[src/rtl/instr_fetch_if.sv]
// Fetch unit bus: instruction pointer, memory read port and decoder handshake.
// master = fetch unit, slave = pointer/memory/decoder side.
interface instr_fetch_if #(
    parameter int WORD_SIZE = 16
);
    logic [WORD_SIZE-1:0] ip;
    logic [WORD_SIZE-1:0] ip_adj;
    logic                 ip_update;
    logic [WORD_SIZE-1:0] mem_addr;
    logic                 mem_req;
    logic [WORD_SIZE-1:0] mem_data;
    logic                 mem_ack;
    logic [WORD_SIZE-1:0] instr;
    logic                 instr_valid;
    logic                 instr_ready;
    logic                 branch_taken;
    logic [WORD_SIZE-1:0] branch_offset;

    modport master (
        input  ip,
        output ip_adj,
        output ip_update,
        output mem_addr,
        output mem_req,
        input  mem_data,
        input  mem_ack,
        output instr,
        output instr_valid,
        input  instr_ready,
        input  branch_taken,
        input  branch_offset
    );

    modport slave (
        output ip,
        input  ip_adj,
        input  ip_update,
        input  mem_addr,
        input  mem_req,
        output mem_data,
        output mem_ack,
        input  instr,
        input  instr_valid,
        output instr_ready,
        output branch_taken,
        output branch_offset
    );
endinterface

[src/rtl/instr_fetch.sv]
// Instruction fetch unit: IDLE -> REQ -> HOLD -> REQ, one word per ack.
// Tracks the pointer through ip_update/ip_adj pulses (+1 per word, offset on branch).
module instr_fetch #(
    parameter int WORD_SIZE = 16
) (
    input  logic          clk,
    input  logic          reset_enable,
    instr_fetch_if.master bus
);
    typedef enum logic [1:0] {
        IDLE = 2'd0,
        REQ  = 2'd1,
        HOLD = 2'd2
    } state_t;

    localparam logic [WORD_SIZE-1:0] ONE = WORD_SIZE'(1);

    state_t               state;
    logic [WORD_SIZE-1:0] fetch_addr;
    logic [WORD_SIZE-1:0] instr;
    logic [WORD_SIZE-1:0] adj;
    logic                 req;
    logic                 valid;
    logic                 update;
    logic                 handshake;

    assign handshake = valid && bus.instr_ready;

    // Fetch state machine with registered memory, decoder and pointer outputs.
    always_ff @(posedge clk) begin
        if (reset_enable) begin
            state      <= IDLE;
            fetch_addr <= '0;
            req        <= 1'b0;
            valid      <= 1'b0;
            instr      <= '0;
            update     <= 1'b0;
            adj        <= '0;
        end else begin
            update <= 1'b0;
            adj    <= '0;
            unique case (state)
                IDLE: begin
                    fetch_addr <= bus.ip;
                    req        <= 1'b1;
                    state      <= REQ;
                end
                REQ: begin
                    if (bus.mem_ack) begin
                        instr      <= bus.mem_data;
                        valid      <= 1'b1;
                        fetch_addr <= fetch_addr + ONE;
                        update     <= 1'b1;
                        adj        <= ONE;
                        req        <= 1'b0;
                        state      <= HOLD;
                    end
                end
                HOLD: begin
                    if (handshake) begin
                        valid <= 1'b0;
                        req   <= 1'b1;
                        state <= REQ;
                        if (bus.branch_taken) begin
                            fetch_addr <= fetch_addr + bus.branch_offset;
                            update     <= 1'b1;
                            adj        <= bus.branch_offset;
                        end
                    end
                end
                default: begin
                    req   <= 1'b0;
                    valid <= 1'b0;
                    state <= IDLE;
                end
            endcase
        end
    end

    assign bus.mem_addr    = fetch_addr;
    assign bus.mem_req     = req;
    assign bus.instr       = instr;
    assign bus.instr_valid = valid;
    assign bus.ip_update   = update;
    assign bus.ip_adj      = adj;
endmodule

[src/flat_wrapper.sv]
// flat-port wrapper written by rule: the top's interface ports become plain ports
module instr_fetch_flat 
#(
    parameter int WORD_SIZE = 16
)
  (clk, reset_enable, bus_ip, bus_ip_adj, bus_ip_update, bus_mem_addr, bus_mem_req, bus_mem_data, bus_mem_ack, bus_instr, bus_instr_valid, bus_instr_ready, bus_branch_taken, bus_branch_offset);
  instr_fetch_if #(.WORD_SIZE(WORD_SIZE)) bus_i ();
  input  logic clk;
  input  logic reset_enable;
  input wire logic [$bits(bus_i.ip)-1:0] bus_ip;
  output wire logic [$bits(bus_i.ip_adj)-1:0] bus_ip_adj;
  output wire logic [$bits(bus_i.ip_update)-1:0] bus_ip_update;
  output wire logic [$bits(bus_i.mem_addr)-1:0] bus_mem_addr;
  output wire logic [$bits(bus_i.mem_req)-1:0] bus_mem_req;
  input wire logic [$bits(bus_i.mem_data)-1:0] bus_mem_data;
  input wire logic [$bits(bus_i.mem_ack)-1:0] bus_mem_ack;
  output wire logic [$bits(bus_i.instr)-1:0] bus_instr;
  output wire logic [$bits(bus_i.instr_valid)-1:0] bus_instr_valid;
  input wire logic [$bits(bus_i.instr_ready)-1:0] bus_instr_ready;
  input wire logic [$bits(bus_i.branch_taken)-1:0] bus_branch_taken;
  input wire logic [$bits(bus_i.branch_offset)-1:0] bus_branch_offset;
  assign bus_i.ip = bus_ip;
  assign bus_ip_adj = bus_i.ip_adj;
  assign bus_ip_update = bus_i.ip_update;
  assign bus_mem_addr = bus_i.mem_addr;
  assign bus_mem_req = bus_i.mem_req;
  assign bus_i.mem_data = bus_mem_data;
  assign bus_i.mem_ack = bus_mem_ack;
  assign bus_instr = bus_i.instr;
  assign bus_instr_valid = bus_i.instr_valid;
  assign bus_i.instr_ready = bus_instr_ready;
  assign bus_i.branch_taken = bus_branch_taken;
  assign bus_i.branch_offset = bus_branch_offset;
  instr_fetch #(.WORD_SIZE(WORD_SIZE)) u_core (.clk(clk), .reset_enable(reset_enable), .bus(bus_i));
endmodule
[config.mk]
export PLATFORM = sky130hd
export DESIGN_NAME = instr_fetch_flat
export DESIGN_NICKNAME = d
export VERILOG_FILES = /design/src/rtl/instr_fetch_if.sv /design/src/rtl/instr_fetch.sv /design/src/flat_wrapper.sv
export SDC_FILE = /design/constraint.sdc
export NUM_CORES = 1
export LEC_CHECK = 0
export BUFFER_PORTS_ARGS = -buffer_cell sky130_fd_sc_hd__clkbuf_2
export CORE_AREA = 3 3 80 82
export CTS_CLUSTER_SIZE = 20
export DETAILED_ROUTE_END_ITERATION = 8
export DIE_AREA = 0 0 83 85
export PLACE_DENSITY_LB_ADDON = 0.08
export RECOVER_POWER = 50
export SYNTH_ARGS = -nofsm -noshare
export SYNTH_HDL_FRONTEND = slang
export SYNTH_SLANG_ARGS = --single-unit
[constraint.sdc]
create_clock -name clk -period 3.91 [get_ports clk]
set_input_delay 0.391 -clock clk [delete_from_list [all_inputs] [get_ports clk]]
set_output_delay 0.391 -clock clk [all_outputs]
set_load 0.005 [all_outputs]
==> qor.csv <==
metric,value,unit
outcome,"finished, final reports clean",
RSZ-0062 raised after global routing,false,
post-synth top area share,37.8,%
worst ir drop on vdd,0.267,mV
Post-Synthesis Net Count,421,
largest net degree at the start of global routing,34,
"Cell Area, Synth",2800,µm²
Root Buffer Master,clkbuf_8,
crit path from,u_core.state[0],
post-CTS setup buffers,0,
Die H,85,µm
Leakage,1.64,nW
worst hold path class,in -> reg,
"Seq/Total Area, Yosys",37.8,%
CTS HTree Levels,2,
hold buffer count at CTS,0,
DR vias,2762,
final hold slack,0.290,ns
reg2reg end,u_core.bus.mem_addr[10],
"Avg Cell Area, Syn",8.06,µm²
layout cells sized above 1,21.9,%
Final Hold Viols,0,
part of the cycle the worst path needs,79.1,%
CP required,4.06,ns
CTS Buf Count,5,
post_cts resized,0,
Worst Skew,0.00719,ns
post-route worst setup slack,0.816,ns
Post-Route WL,7290,µm
area of the core,5820,µm²
flip-flop and latch count after synthesis,53,
first-pass GRT wire length,12200,µm
maxcap violations,0,
hold path startpoint,bus_mem_data[12],
Setup Viol. Count Final,0,
Remaining DRCs,0,
I/O pin cnt,104,
Post-Synthesis Cells,348,
effective utilization at floorplan,48.2,%
cell taking the most area after synthesis,dfxtp_1,
post-route ant nets,0,
worst r2r src,u_core.state[0],
Slew Limit Headroom,40.6,%
Worst EP arrival,3.24,ns
CP Class,reg -> reg,
vias per inst,5.29,
Power Total,0.00183,W
die width,83,µm
gr usage total,20.6,%
gr ovfl total,0,
drt first-iter violations,145,
vias in the first global route,2662,
final slew viol count,0,
die area,7060,µm²
post-place setup slack,0.896,ns
Clock Latency Late Sink,0.30,ns
Main synth FF type,dfxtp_1,
final std cells w/o fill,522,
initial antenna violation count,0,
Pre-Repair DR Iteration Count,4,
Max Root-Sink Buffers,2,
Layout Nets,519,
Port Buffer Count,103,
clock slew at reported path FFs,0.10,ns
post-DR wirelength/cell,14.0,µm
Worst setup SP type,flip-flop,
Final TNS setup,0,ns
reg2reg path depth,10,
hpwl dp,5500,µm
flop2flop setup slack,0.82,ns
"Max FO, Critical Path",12,
Synth Warn #,0,
number of diodes,0,
Fmax achieved,0.323,GHz
Area Overhead vs Synth,22.6,%
CP Capture Point,u_core.bus.mem_addr[10],
PD cells,532,nW/µm²
"Min Clock Period, post-route",3.09,ns
synth cell count leaders,"nand2_1, dfxtp_1, a21oi_1",
total clock sinks,53,
TritonCTS clock tree,built,
Synth async-reset ratio,0,%
"top cells by area, synth","dfxtp_1, nand2_1, ha_1",
number of synthesized flops with an enable pin,0,
standard-cell rows,28,
unique cell type count in the Yosys netlist,45,
Placed Cells incl. Taps,514,
Crit. End Element,flip-flop,
GP Congestion,0.850,
Slew @ Worst Pin,0.892,ns
most numerous cell in the Yosys netlist,nand2_1,
cell type report:
class | instances | area, µm²
clock buffer | 5 | 68.8
multi-input combinational | 260 | 1610
inverter | 19 | 71.3
tap | 75 | 93.8
fill | 593 | 2380
timing repair buffer | 107 | 513
clock inverter | 3 | 22.5
sequential | 53 | 1060
through the flow:
step                util [%]  area (µm²)
finish                  59.1        3440
global route            59.1        3440
CTS                     59.7        3470
detailed placement      58.1        3380
global placement        58.1        3380
floorplan                  -        2800
report_power, final:
group / leakage, nW / internal (W) / switching (W)
Sequential: 0.433 / 0.000636 / 0.0000794
Combinational: 1.16 / 0.000330 / 0.000467
Clock: 0.0481 / 0.000128 / 0.000189
metal layers:
| layer | part of all wire (%) | up-vias | GRT usage (%) |
|---|---|---|---|
| met4 | 1.1 | 0 | 4.75 |
| met1 | 45 | 1257 | 26.6 |
| met2 | 48 | 90 | 35.6 |
| met5 | 0 | - | 0 |
| li1 | - | 1406 | - |
| met3 | 5.6 | 9 | 4.08 |
sequential cells by signal (all words and copies together), names as in the netlist:
register                cells
u_core.bus.instr           16
u_core.bus.ip_adj          16
u_core.bus.mem_addr        16
u_core.state                2
u_core.bus.instr_valid      1
u_core.bus.ip_update        1
u_core.bus.mem_req          1
cells in the final DEF (no fill, tap or decap), types with 2 or more instances in the layout:
| master | netlist | routed |
|---|---|---|
| a211oi_1 | 5 | 5 |
| a21o_1 | 5 | 5 |
| a21oi_1 | 35 | 35 |
| a311oi_1 | 2 | 2 |
| a31oi_1 | 5 | 5 |
| buf_1 | 2 | 2 |
| buf_4 | 0 | 3 |
| clkbuf_1 | 10 | 22 |
| clkbuf_2 | 0 | 80 |
| clkbuf_8 | 0 | 5 |
| clkinv_4 | 0 | 2 |
| dfxtp_1 | 53 | 53 |
| ha_1 | 19 | 19 |
| inv_1 | 19 | 19 |
| mux2i_1 | 12 | 12 |
| nand2_1 | 66 | 66 |
| nand2b_1 | 3 | 3 |
| nand3_1 | 8 | 8 |
| nand3b_1 | 3 | 3 |
| nand4_1 | 2 | 2 |
| nor2_1 | 31 | 31 |
| nor2b_1 | 2 | 2 |
| nor3_1 | 2 | 2 |
| nor4b_1 | 4 | 4 |
| o211ai_1 | 4 | 4 |
| o21a_1 | 2 | 2 |
| o21ai_0 | 16 | 16 |
| o21bai_1 | 2 | 2 |
| or3_1 | 4 | 4 |
| xnor2_1 | 6 | 6 |
| xor2_1 | 5 | 5 |
critical path, cell delays in order (launching register included):
cell and delay [ns]:
dfxtp_1 0.35, inv_1 0.09, ha_1 0.49, nand2b_1 0.14
ha_1 0.24, fa_1 0.40, a21o_1 0.23, a311oi_2 0.40
nor4b_1 0.11, o311ai_0 0.36, a31oi_1 0.13
how the worst min path moves through the flow:
stage	endpoint	slack (ns)	depth (start not counted)
detailed placement	u_core.bus.instr[2]	0.45	2
CTS	u_core.bus.instr[0]	0.29	3
finish	u_core.bus.instr[12]	0.29	3
global placement	u_core.bus.instr[4]	0.44	2
global route	u_core.bus.instr[0]	0.28	3
floorplan	u_core.bus.instr[0]	0.45	2
kinds of logic (layout without fill, tap and decap cells):
group | after synthesis | after routing | synth area share [%]
AND/OR/NAND/NOR | 128 | 128 | 19.9
AO/OA/AOI/OAI | 89 | 89 | 20.4
flip-flops | 53 | 53 | 37.8
buffers and inverters | 35 | 134 | 4.86
adder cells (fa/ha/maj) | 20 | 20 | 9.19
multiplexers | 12 | 12 | 4.28
XOR/XNOR | 11 | 11 | 3.44
No activity file was read; power rests on OpenSTA's default activity.
